$ cat src/rtl/mul_share_if.sv
// Request/result bundle between the two issue lanes, the shared multiplier
// and writeback.
interface mul_share_if #(
  parameter int WIDTH = 4,
  parameter int TAG_W = 5
);
  // A transfer happens on the rising edge where valid & ready are both 1; the
  // producer holds valid and its payload stable until then, and ready never
  // waits on the same side's valid being low.
  logic             req0_valid;
  logic             req0_ready;
  logic [WIDTH-1:0] req0_a;
  logic [WIDTH-1:0] req0_b;
  logic [TAG_W-1:0] req0_tag;
  logic             req1_valid;
  logic             req1_ready;
  logic [WIDTH-1:0] req1_a;
  logic [WIDTH-1:0] req1_b;
  logic [TAG_W-1:0] req1_tag;
  logic             flush;
  logic             res_valid;
  logic             res_ready;
  logic             res_lane;
  logic [TAG_W-1:0] res_tag;
  logic [WIDTH-1:0] res_p;
  logic             busy;
  logic             rr_dbg;

  modport slave (
    input  req0_valid, req0_a, req0_b, req0_tag,
    input  req1_valid, req1_a, req1_b, req1_tag,
    input  flush, res_ready,
    output req0_ready, req1_ready,
    output res_valid, res_lane, res_tag, res_p, busy, rr_dbg
  );

  modport master (
    output req0_valid, req0_a, req0_b, req0_tag,
    output req1_valid, req1_a, req1_b, req1_tag,
    output flush, res_ready,
    input  req0_ready, req1_ready,
    input  res_valid, res_lane, res_tag, res_p, busy, rr_dbg
  );
endinterface

$ cat src/rtl/mul_share_arbiter.sv
// One truncating multiplier shared by two issue lanes: round-robin grant,
// LAT-stage result pipe with whole-pipe stall on writeback backpressure.
module mul_share_arbiter #(
  parameter int WIDTH = 4,
  parameter int TAG_W = 5,
  parameter int LAT   = 2
) (
  input logic      clk,
  input logic      rst,
  mul_share_if.slave bus
);

  logic                        stall;
  logic                        can_issue;
  logic                        grant0;
  logic                        grant1;
  logic [WIDTH-1:0]            sel_a;
  logic [WIDTH-1:0]            sel_b;
  logic [WIDTH-1:0]            sel_p;
  logic [TAG_W-1:0]            sel_tag;
  logic                        rr;
  logic                        rr_next;
  logic [LAT-1:0]              st_valid;
  logic [LAT-1:0]              st_lane;
  logic [LAT-1:0][TAG_W-1:0]   st_tag;
  logic [LAT-1:0][WIDTH-1:0]   st_p;

  // rr names the lane that wins when both lanes request together.
  always_comb begin
    stall     = st_valid[LAT-1] & ~bus.res_ready;
    can_issue = ~stall & ~bus.flush & ~rst;
    grant0    = can_issue & bus.req0_valid & (~bus.req1_valid | ~rr);
    grant1    = can_issue & bus.req1_valid & (~bus.req0_valid |  rr);
    sel_a     = grant1 ? bus.req1_a   : bus.req0_a;
    sel_b     = grant1 ? bus.req1_b   : bus.req0_b;
    sel_tag   = grant1 ? bus.req1_tag : bus.req0_tag;
    sel_p     = sel_a * sel_b;
    rr_next   = rr;
    if (grant0)      rr_next = 1'b1;
    else if (grant1) rr_next = 1'b0;
  end

  always_ff @(posedge clk) begin
    if (rst) rr <= 1'b0;
    else     rr <= rr_next;
  end

  // Flush only kills valid bits; payload of a dead stage is never observed.
  always_ff @(posedge clk) begin
    if (rst) begin
      st_valid <= '0;
      st_lane  <= '0;
      st_tag   <= '0;
      st_p     <= '0;
    end else if (bus.flush) begin
      st_valid <= '0;
    end else if (!stall) begin
      st_valid[0] <= grant0 | grant1;
      st_lane[0]  <= grant1;
      st_tag[0]   <= sel_tag;
      st_p[0]     <= sel_p;
      for (int i = 1; i < LAT; i++) begin
        st_valid[i] <= st_valid[i-1];
        st_lane[i]  <= st_lane[i-1];
        st_tag[i]   <= st_tag[i-1];
        st_p[i]     <= st_p[i-1];
      end
    end
  end

  assign bus.req0_ready = grant0;
  assign bus.req1_ready = grant1;
  assign bus.res_valid  = st_valid[LAT-1];
  assign bus.res_lane   = st_lane[LAT-1];
  assign bus.res_tag    = st_tag[LAT-1];
  assign bus.res_p      = st_p[LAT-1];
  assign bus.busy       = |st_valid;
  assign bus.rr_dbg     = rr;

endmodule

$ cat src/flat_wrapper.sv
// flat-port wrapper written by rule: the top's interface ports become plain ports
module mul_share_arbiter_flat 
#(
  parameter int WIDTH = 4,
  parameter int TAG_W = 5,
  parameter int LAT   = 2
)
  (clk, rst, bus_req0_valid, bus_req0_a, bus_req0_b, bus_req0_tag, bus_req1_valid, bus_req1_a, bus_req1_b, bus_req1_tag, bus_flush, bus_res_ready, bus_req0_ready, bus_req1_ready, bus_res_valid, bus_res_lane, bus_res_tag, bus_res_p, bus_busy, bus_rr_dbg);
  mul_share_if #(.WIDTH(WIDTH), .TAG_W(TAG_W)) bus_i ();
  input logic clk;
  input logic rst;
  input wire logic [$bits(bus_i.req0_valid)-1:0] bus_req0_valid;
  input wire logic [$bits(bus_i.req0_a)-1:0] bus_req0_a;
  input wire logic [$bits(bus_i.req0_b)-1:0] bus_req0_b;
  input wire logic [$bits(bus_i.req0_tag)-1:0] bus_req0_tag;
  input wire logic [$bits(bus_i.req1_valid)-1:0] bus_req1_valid;
  input wire logic [$bits(bus_i.req1_a)-1:0] bus_req1_a;
  input wire logic [$bits(bus_i.req1_b)-1:0] bus_req1_b;
  input wire logic [$bits(bus_i.req1_tag)-1:0] bus_req1_tag;
  input wire logic [$bits(bus_i.flush)-1:0] bus_flush;
  input wire logic [$bits(bus_i.res_ready)-1:0] bus_res_ready;
  output wire logic [$bits(bus_i.req0_ready)-1:0] bus_req0_ready;
  output wire logic [$bits(bus_i.req1_ready)-1:0] bus_req1_ready;
  output wire logic [$bits(bus_i.res_valid)-1:0] bus_res_valid;
  output wire logic [$bits(bus_i.res_lane)-1:0] bus_res_lane;
  output wire logic [$bits(bus_i.res_tag)-1:0] bus_res_tag;
  output wire logic [$bits(bus_i.res_p)-1:0] bus_res_p;
  output wire logic [$bits(bus_i.busy)-1:0] bus_busy;
  output wire logic [$bits(bus_i.rr_dbg)-1:0] bus_rr_dbg;
  assign bus_i.req0_valid = bus_req0_valid;
  assign bus_i.req0_a = bus_req0_a;
  assign bus_i.req0_b = bus_req0_b;
  assign bus_i.req0_tag = bus_req0_tag;
  assign bus_i.req1_valid = bus_req1_valid;
  assign bus_i.req1_a = bus_req1_a;
  assign bus_i.req1_b = bus_req1_b;
  assign bus_i.req1_tag = bus_req1_tag;
  assign bus_i.flush = bus_flush;
  assign bus_i.res_ready = bus_res_ready;
  assign bus_req0_ready = bus_i.req0_ready;
  assign bus_req1_ready = bus_i.req1_ready;
  assign bus_res_valid = bus_i.res_valid;
  assign bus_res_lane = bus_i.res_lane;
  assign bus_res_tag = bus_i.res_tag;
  assign bus_res_p = bus_i.res_p;
  assign bus_busy = bus_i.busy;
  assign bus_rr_dbg = bus_i.rr_dbg;
  mul_share_arbiter #(.WIDTH(WIDTH), .TAG_W(TAG_W), .LAT(LAT)) u_core (.clk(clk), .rst(rst), .bus(bus_i));
endmodule
$ cat config.mk
export PLATFORM = sky130hd
export DESIGN_NAME = mul_share_arbiter_flat
export DESIGN_NICKNAME = d
export VERILOG_FILES = /design/src/rtl/mul_share_if.sv /design/src/rtl/mul_share_arbiter.sv /design/src/flat_wrapper.sv
export SDC_FILE = /design/constraint.sdc
export NUM_CORES = 1
export LEC_CHECK = 0
export ABC_AREA = 1
export CELL_PAD_IN_SITES_DETAIL_PLACEMENT = 0
export CELL_PAD_IN_SITES_GLOBAL_PLACEMENT = 1
export CORE_ASPECT_RATIO = 0.9
export CORE_MARGIN = 2
export CORE_UTILIZATION = 30
export DETAILED_ROUTE_END_ITERATION = 8
export PLACE_DENSITY = 0.79
export SLEW_MARGIN = 30
export SYNTH_ARGS = -nofsm -noshare
export SYNTH_HDL_FRONTEND = slang
export SYNTH_SLANG_ARGS = --single-unit
$ cat constraint.sdc
create_clock -name clk -period 3.4 [get_ports clk]
set_input_delay 0.51 -clock clk [delete_from_list [all_inputs] [get_ports clk]]
set_output_delay 0.51 -clock clk [all_outputs]
set_load 0.02 [all_outputs]
==> run_results.csv, run 1 <==
group,metric,value,unit
power_and_ir_drop,netSwitchingFraction,0.276,
global_route,grt_pass1_wl,5040,µm
sta,max_freq,334,MHz
finish,fillers,462,
synth,yosys_warnings,0,
drt,first_pass_iters,4,
synth,synthesis.nets,236,
cts,root_buffer,"clkbuf_8",
placed_design,placed_area,1830,µm²
die,io_pins,47,
die,rows,23,
cts,clock_latency,260,ps
placed_design,post-place-ws,96.2,ps
die,die_w,74.7,µm
synth,yosysSeqAreaShare,0.341,
critical_path,r2r_cells,21,
global_route,grt_max_degree,28,
power_and_ir_drop,p_per_area,335,nW/µm²
finish,fin_util,0.425,
power_and_ir_drop,pwr-share-seq,0.471,
sta,worst_pin_slew,384,ps
critical_path,path_class,"in2reg",
finish,fin_nets,277,
cts,clk_pin_slew,80,ps
sta,min_period,2990,ps
cts,cts_buffers,3,
sta,setup_viol,0,
global_route,track_usage,0.128,
sta,period_share,0.879,
worst_hold_path,hp-class,"reg2reg",
finish,n_antenna_cell,0,
critical_path,critPathRequiredTime,3560,ps
die,start_util,0.306,
critical_path,end_kind,"flop",
placed_design,portBuffers,46,
sta,hold_viol_final,0,
drt,wl_met3,127,µm
power_and_ir_drop,internal_power,0.455,mW
flow_run,max_cap_violations,0,
global_route,grt_overflow_total,0,
cts,cts.path.max_buffers,2,
global_route,grt_pass1_vias,1129,
sta,fin_ws,410,ps
die,core_region_area,4400,µm²
cts,cts_resized,0,
sta,fin_setup_tns,0,ps
placed_design,dp_hpwl,2270,µm
finish,syn2layout_area_growth,38.8,%
drt,drt_iter0_markers,42,
synth,syn-instance-count,200,
critical_path,critPathMaxFanout,11,
critical_path,start_kind,"input port",
sta,clock_skew,2.11,ps
critical_path,crit_top_cell,"nand2_1",
critical_path,slowest_delay,480,ps
cts,cts_tree,"built",
drt,wire_per_inst,9.84,µm
drt,totalWireLength,2970,µm
worst_hold_path,worstHoldPathCells,2,
sta,maxSlewViolCount,0,
critical_path,worstPathArrival,3150,ps
critical_path,critical-path-top-delay-family,"simple AND/OR/NAND/NOR gates",
power_and_ir_drop,vdd.ir_drop.worst,0.201,mV
finish,final_cell_mix,"46 x clkdlybuf4s50_1, 39 x nand2_1, 35 x nor2_1",
critical_path,crit_path_cell_trace,"clkdlybuf4s50_1 > inv_1 > nand2_2 > nor2_4 > nand2_2 > nand2_1 > nand2_1 > inv_1 > nor2_1 > ha_1 > ha_1 > ha_1 > xnor2_1 > inv_1 > nand2_1 > nand2_1 > inv_1 > nand2_1 > nand3_1 > nand2_1 > nor2_1 > nor2_1",
drt,met1_length,1510,µm
placed_design,gp_congestion,0.740,
synth,avgSynthCellArea,6.74,µm²
drt,drc,0,
synth,ys_types,23,
die,die_area,5050,µm²
drt,via_per_inst,4.26,
synth,synth_area,1350,µm²
finish,drive_gt1_frac,0.117,
power_and_ir_drop,p_leak,0.871,nW
drt,top_layer,"met4",
power_and_ir_drop,clockPowerShare,0.266,
cts,cts.sinks,23,
finish,regArea,460,µm²
drt,vias,1288,
die,die_h,67.6,µm
cts,cts-htree-levels,1,
global_route,grt_antenna_before_repair,0,
cts,cts_hold_buffers,0,
critical_path,slowest_stage,"clkdlybuf4s50_1",
drt,wl_met2,1310,µm
power_and_ir_drop,combPwrFrac,0.263,
sta,max_slew_margin,0.744,
outcome,status,"finished, final reports clean",
sta,rsz0062_at_grt,"false",
finish,layout_commonest_cell,"clkdlybuf4s50_1",
drt,antenna_left,0,
critical_path,path_buf_inv,5,
power_and_ir_drop,switching_power,0.173,mW
finish,multi_input_area,697,µm²
finish,design_area,1870,µm²
critical_path,path_depth,22,
synth,synth_seq_cells,23,
cts,cts_setup_buffers,0,
-- area by class of cell --
type                            count  share of cell area
Inverter                           23              0.0461
Multi-Input combinational cell    138               0.372
Tap cell                           62              0.0414
Sequential cell                    23               0.246
Timing Repair Buffer               52               0.270
Clock buffer                        4              0.0241
-- worst reg2reg max path: stages, from the launching register on --
cell     delay, ps
dfxtp_1        370
inv_1           80
nor2_4         150
nor2_4          50
nand2_2        200
nand2_1         80
nand2_1        100
inv_1           60
nor2_1         100
ha_1           240
ha_1           270
ha_1           210
xnor2_1        170
inv_1           60
nand2_1         60
nand2_1         60
inv_1           50
nand2_1         70
nand3_1         70
nand2_1         50
nor2_1          90
nor2_1          40
-- routing by layer --
layer  vias up  track usage
li1        700            -
met1       556        0.185
met2        30        0.196
met3         2       0.0284
met4         0       0.0268
met5         -            0
-- power by group through the flow --
| stage | clock (mW) | combinational (mW) | sequential (mW) |
|---|---|---|---|
| floorplan | 0 | 0.100 | 0.302 |
| global placement | 0 | 0.166 | 0.302 |
| detailed placement | 0 | 0.167 | 0.302 |
| CTS | 0.174 | 0.167 | 0.296 |
| global route | 0.183 | 0.185 | 0.298 |
| finish | 0.167 | 0.165 | 0.296 |
-- final timing paths --
kind / from / end / slack [ps]
max: bus_flush / u_core.st_p[3] / 410
max reg2reg: u_core.st_valid[1] / u_core.st_p[3] / 700
min reg2reg: u_core.st_lane[0] / u_core.st_lane[0] / 470
min: u_core.st_lane[0] / u_core.st_lane[0] / 470
-- synthesized netlist by cell type --
cell type	number	area, µm²
buf_6	1	11.3
xor2_1	1	8.76
buf_4	10	75.1
nand2_2	9	56.3
o21ai_2	1	8.76
o21ai_0	14	70.1
clkbuf_1	5	18.8
nor2_4	2	22.5
inv_2	2	7.51
xnor2_1	1	8.76
ha_1	4	50.1
a21oi_2	1	8.76
a21oi_1	6	30.0
inv_1	21	78.8
nor2_1	35	131
nand3b_1	1	7.51
or2_2	1	6.26
a21oi_4	1	16.3
nand2_1	39	146
nor2_2	2	12.5
nand3_1	15	75.1
dfxtp_1	23	460
o211ai_1	5	37.5
-- logic make-up after synthesis --
logic type / synth area share
XOR/XNOR: 0.0130
AND/OR/NAND/NOR: 0.340
AO/OA/AOI/OAI: 0.127
buffers and inverters: 0.142
adder cells (fa/ha/maj): 0.0371
flip-flops: 0.341
-- flip-flops by register name (all words and copies together) (netlist names) --
name	count
u_core.st_tag	5
u_core.bus.res_tag	5
u_core.bus.res_p	4
u_core.bus.rr_dbg	1
u_core.st_lane	2
u_core.st_valid	2
u_core.st_p	4
-- metrics by stage --
step / hold WS [ps] / std cells / total power, mW
floorplan: 435 / 200 / 0.402
global route: 504 / 302 / 0.666
detailed placement: 451 / 298 / 0.469
finish: 466 / 302 / 0.628
global placement: 449 / 298 / 0.468
CTS: 465 / 302 / 0.637
(Power assumes the default switching activity.)
==> inputs of run 2 (changes only) <==
CORE_UTILIZATION = 33   (was 30)
PLACE_DENSITY = 0.86   (was 0.79)
clock period = 3.9 ns   (was 3.4 ns; I/O delays follow)
==> run 2 against run 1 <==
Combinational power down 15%. Global-route usage up 0.44 points. First-iteration DRC count is 4.8% higher. Non-clock buffer count fell by 3. Sequential share of layout area is 0.52 points higher. Routed wire length decreased by 1.4%. Critical path type unchanged.
==> run_results.csv, run 2 (synthesized netlist as in run 1, its figures left out) <==
group,metric,value,unit
sta,hold_viol_final,0,
placed_design,portBuffers,46,
die,core_region_area,3990,µm²
die,rows,22,
sta,rsz0062_at_grt,"false",
sta,max_slew_margin,0.673,
cts,cts_tree,"built",
global_route,grt_max_degree,20,
sta,clock_skew,3.89,ps
critical_path,start_kind,"input port",
global_route,track_usage,0.133,
cts,cts.path.max_buffers,2,
finish,drive_gt1_frac,0.110,
finish,syn2layout_area_growth,35.9,%
power_and_ir_drop,p_per_area,297,nW/µm²
drt,first_pass_iters,4,
global_route,grt_pass1_vias,1141,
critical_path,critPathMaxFanout,10,
sta,fin_setup_tns,0,ps
placed_design,post-place-ws,379,ps
finish,fin_nets,274,
cts,root_buffer,"clkbuf_8",
critical_path,crit_path_cell_trace,"clkdlybuf4s50_1 > inv_2 > nand2_2 > nor2_4 > nand2_2 > nand2_1 > nand2_1 > inv_1 > nor2_1 > ha_1 > ha_1 > ha_1 > xnor2_1 > inv_1 > nand2_1 > nand2_1 > inv_1 > nand2_1 > nand3_1 > nand2_1 > nor2_1 > nor2_1",
drt,drt_iter0_markers,44,
cts,cts_resized,0,
cts,cts_hold_buffers,0,
die,io_pins,47,
outcome,status,"finished, final reports clean",
drt,antenna_left,0,
finish,fin_cells,285,
cts,cts_setup_buffers,0,
drt,via_per_inst,4.51,
placed_design,placed_area,1790,µm²
cts,clock_latency,260,ps
global_route,grt_antenna_before_repair,0,
cts,cts-htree-levels,1,
critical_path,slowest_delay,460,ps
critical_path,critPathRequiredTime,4060,ps
placed_design,dp_hpwl,2290,µm
die,die_area,4620,µm²
drt,wire_per_inst,10.3,µm
finish,n_antenna_cell,0,
finish,design_area,1830,µm²
sta,worst_pin_slew,488,ps
sta,fin_ws,674,ps
power_and_ir_drop,vdd.ir_drop.worst,0.140,mV
critical_path,critical-path-top-delay-family,"simple AND/OR/NAND/NOR gates",
finish,fillers,406,
critical_path,end_kind,"flop",
power_and_ir_drop,power,0.545,mW
power_and_ir_drop,p_leak,0.859,nW
drt,totalWireLength,2930,µm
sta,maxSlewViolCount,0,
critical_path,worstPathArrival,3390,ps
cts,cts_buffers,3,
finish,layout_commonest_cell,"clkdlybuf4s50_1",
finish,final_cell_mix,"46 x clkdlybuf4s50_1, 39 x nand2_1, 35 x nor2_1",
cts,cts.sinks,23,
worst_hold_path,hp-class,"reg2reg",
die,die_w,71.4,µm
sta,min_period,3230,ps
die,die_h,64.7,µm
placed_design,gp_congestion,0.790,
critical_path,crit_top_cell,"nand2_1",
placed_design,place_inst,281,
sta,max_freq,310,MHz
global_route,grt_overflow_total,0,
critical_path,path_buf_inv,5,
drt,vias,1285,
drt,drc,0,
sta,setup_viol,0,
cts,clk_pin_slew,80,ps
critical_path,slowest_stage,"clkdlybuf4s50_1",
sta,period_share,0.827,
flow_run,max_cap_violations,0,
critical_path,path_class,"in2reg",
die,start_util,0.338,
global_route,grt_pass1_wl,4930,µm
## run 2: worst register-to-register path: stages, from the launching register on
cell and delay (ps):
dfxtp_1 380, inv_1 90, a21oi_4 250, nand2_2 190, nand2_1 100, nand2_1 80
inv_1 80, nor2_1 40, ha_1 290, ha_1 290, ha_1 210, xnor2_1 170
inv_1 50, nand2_1 60, nand2_1 60, inv_1 50, nand2_1 70, nand3_1 70
nand2_1 50, nor2_1 80, nor2_1 40
## run 2: final cells by class
cell class / instances / area [µm²] / share of cell area
timing repair buffer: 49 / 483 / 0.263
sequential: 23 / 460 / 0.251
inverter: 23 / 86.3 / 0.0471
multi-input combinational: 138 / 697 / 0.380
clock buffer: 3 / 41.3 / 0.0225
tap: 48 / 60.1 / 0.0328
clock inverter: 1 / 5.00 / 0.00273
## run 2: per-layer routing
metal	global-route usage	wire length [µm]	vias up
li1	-	-	697
met1	0.168	1380	557
met2	0.222	1380	29
met3	0.0420	151	2
met4	0.0236	17	0
met5	0	0	-
## run 2: path summary, 6_finish.rpt
| path | slack (ps) | endpoint | from | cells after the start |
|---|---|---|---|---|
| worst max-delay path | 670 | u_core.st_p[3] | rst | 22 |
| worst min register to register | 470 | u_core.st_lane[0] | u_core.st_lane[0] | 2 |
| worst min-delay path | 470 | u_core.st_lane[0] | u_core.st_lane[0] | 2 |
| worst max register to register | 1100 | u_core.st_p[3] | u_core.bus.rr_dbg | 20 |
## run 2: power breakdown
group	switching (mW)	total [mW]	internal, mW
clock network	0.0745	0.146	0.0712
registers	0.00772	0.258	0.250
logic	0.0702	0.141	0.0712
total	0.152	0.545	0.393
## run 2: stage by stage
stage,hold slack (ps),util
detailed placement,456,0.448
CTS,469,0.459
global route,488,0.459
global placement,465,0.448
floorplan,435,-
finish,470,0.459
==> inputs of run 3 (changes only) <==
CORE_UTILIZATION = 27   (was 33)
PLACE_DENSITY = 0.75   (was 0.86)
clock period = 2.8 ns   (was 3.9 ns; I/O delays follow)
==> run 3 against run 2 <==
Worst hold slack better by 1.6 ps. Worst setup slack got worse by 510 ps. First-iteration DRC count up 9.1%. Critical path type unchanged. Largest cell class unchanged. Largest power group unchanged. Highest routed layer unchanged.
==> run_results.csv, run 3 (synthesized netlist as in run 1, its figures left out) <==
group,metric,value,unit
critical_path,worstReg2RegEnd,"u_core.st_p[3]",
global_route,grt_antenna_before_repair,0,
drt,drt_iter0_markers,48,
cts,clock_latency,260,ps
drt,first_pass_iters,4,
critical_path,start_kind,"input port",
worst_hold_path,worstHoldPathCells,2,
sta,hold_viol_final,0,
global_route,grt_max_degree,28,
die,rows,24,
critical_path,end_kind,"flop",
power_and_ir_drop,p_leak,1.03,nW
critical_path,worstPathArrival,2790,ps
sta,fin_setup_tns,0,ps
sta,holdWs,472,ps
critical_path,r2r_cells,20,
cts,cts-htree-levels,1,
finish,final_cell_mix,"41 x clkdlybuf4s50_1, 37 x nand2_1, 34 x nor2_1, 34 x buf_4, 23 x dfxtp_1",
sta,period_share,0.940,
finish,multi_input_area,744,µm²
power_and_ir_drop,switching_power,0.229,mW
sta,max_slew_margin,0.734,
cts,clk_pin_slew,80,ps
global_route,grtUsageMet3,0.0332,
global_route,gr-usage-met2,0.251,
drt,antenna_left,0,
cts,cts_hold_buffers,0,
global_route,grt-busiest-layer,"met2",
critical_path,r2r-start,"u_core.bus.rr_dbg",
global_route,grt_pass1_wl,5950,µm
critical_path,slowest_delay,260,ps
die,die_area,5580,µm²
finish,fillers,484,
sta,max_freq,380,MHz
critical_path,crit_top_cell,"buf_4",
critical_path,crit_path_cell_trace,"dlygate4sd2_1 > inv_2 > nand2_2 > nor2_4 > nand2_4 > nand2_1 > nand2_2 > buf_4 > buf_4 > buf_4 > buf_4 > buf_4 > buf_4 > buf_4 > buf_4 > buf_4 > nand2_1 > nand2_1 > nand2_1 > nand2_1 > nand3_1 > nand2_1 > nor2_1 > nor2_1",
power_and_ir_drop,internal_power,0.589,mW
finish,regArea,460,µm²
finish,drive_gt1_frac,0.244,
finish,layout_commonest_cell,"clkdlybuf4s50_1",
critical_path,r2r_setup_slack,180,ps
drt,wire_per_inst,10.7,µm
drt,via_per_inst,4.19,
critical_path,critPathMaxFanout,7,
sta,fin_ws,167,ps
finish,design_area,2150,µm²
flow_run,max_cap_violations,0,
power_and_ir_drop,pwr-share-seq,0.440,
cts,cts_buffers,3,
outcome,status,"finished, final reports clean",
placed_design,post-place-ws,-368,ps
global_route,use_met1,0.156,
sta,min_period,2630,ps
global_route,grt_overflow_total,0,
power_and_ir_drop,vdd.ir_drop.worst,0.204,mV
power_and_ir_drop,p_per_area,380,nW/µm²
placed_design,dp_hpwl,2590,µm
cts,root_buffer,"clkbuf_8",
finish,syn2layout_area_growth,59.4,%
sta,clock_skew,3.39,ps
worst_hold_path,hp-class,"reg2reg",
finish,n_antenna_cell,0,
placed_design,gp_congestion,0.812,
critical_path,critPathRequiredTime,2960,ps
power_and_ir_drop,netSwitchingFraction,0.280,
placed_design,portBuffers,46,
die,core_region_area,4830,µm²
global_route,track_usage,0.136,
cts,cts_tree,"built",
critical_path,slowest_stage,"dlygate4sd2_1",
power_and_ir_drop,power,0.818,mW
placed_design,placed_area,1940,µm²
die,io_pins,47,
die,die_w,78.5,µm
power_and_ir_drop,clockPowerShare,0.250,
cts,cts.path.max_buffers,2,
sta,worst_pin_slew,398,ps
sta,setup_viol,0,
finish,fin_nets,307,
global_route,grt_pass1_vias,1376,
drt,vias,1405,
drt,totalWireLength,3570,µm
drt,drc,0,
die,die_h,71.1,µm
worst_hold_path,min_from,"u_core.st_lane[0]",
power_and_ir_drop,combPwrFrac,0.310,
sta,maxSlewViolCount,0,
die,start_util,0.279,
critical_path,path_class,"in2reg",
worst_hold_path,hold-path-endpoint,"u_core.st_lane[0]",
cts,cts.sinks,23,
[run 3: repair_timing]
item / in CTS / in global routing
pin swaps: 10 / 9
setup endpoints to repair: 1 / 1
gates resized for setup: 12 / 5
buffers inserted: 13 / 2
gates cloned: 0 / 0
[run 3: area by class of cell]
type                            count  area share
Timing Repair Buffer               82       0.341
Inverter                           23      0.0402
Clock buffer                        4      0.0210
Tap cell                           65      0.0378
Sequential cell                    23       0.214
Multi-Input combinational cell    138       0.346
[run 3: metal layers]
metal	up-vias	share of wire	wire length, µm
met1	616	0.42	1490
met2	28	0.54	1940
met3	2	0.033	117
met4	0	0.0059	21
li1	759	-	-
met5	-	0	0
[run 3: per-stage QoR]
step | cells | util
CTS | 333 | 0.435
detailed placement | 316 | 0.402
global route | 335 | 0.445
finish | 335 | 0.445
global placement | 316 | 0.402
floorplan | 200 | -
[run 3: worst max-delay path by stage]
stage,from,to
floorplan,u_core.bus.rr_dbg,u_core.st_p[3]
global placement,bus_flush,u_core.st_p[3]
detailed placement,rst,u_core.st_p[3]
CTS,rst,u_core.st_p[3]
global route,u_core.bus.rr_dbg,u_core.st_p[3]
finish,rst,u_core.st_p[3]
[run 3: worst max-delay path, delay by kind of cell]
family        cells  cell delay [ps]
buf+inv          11             1410
simple gates     13              980
[run 3: power groups by stage]
stage | registers [mW] | clock network (mW) | logic [mW]
after floorplan | 0.367 | 0 | 0.122
after global placement | 0.368 | 0 | 0.220
after detailed placement | 0.367 | 0 | 0.221
after CTS | 0.360 | 0.213 | 0.242
after global routing | 0.363 | 0.228 | 0.279
final | 0.360 | 0.205 | 0.253
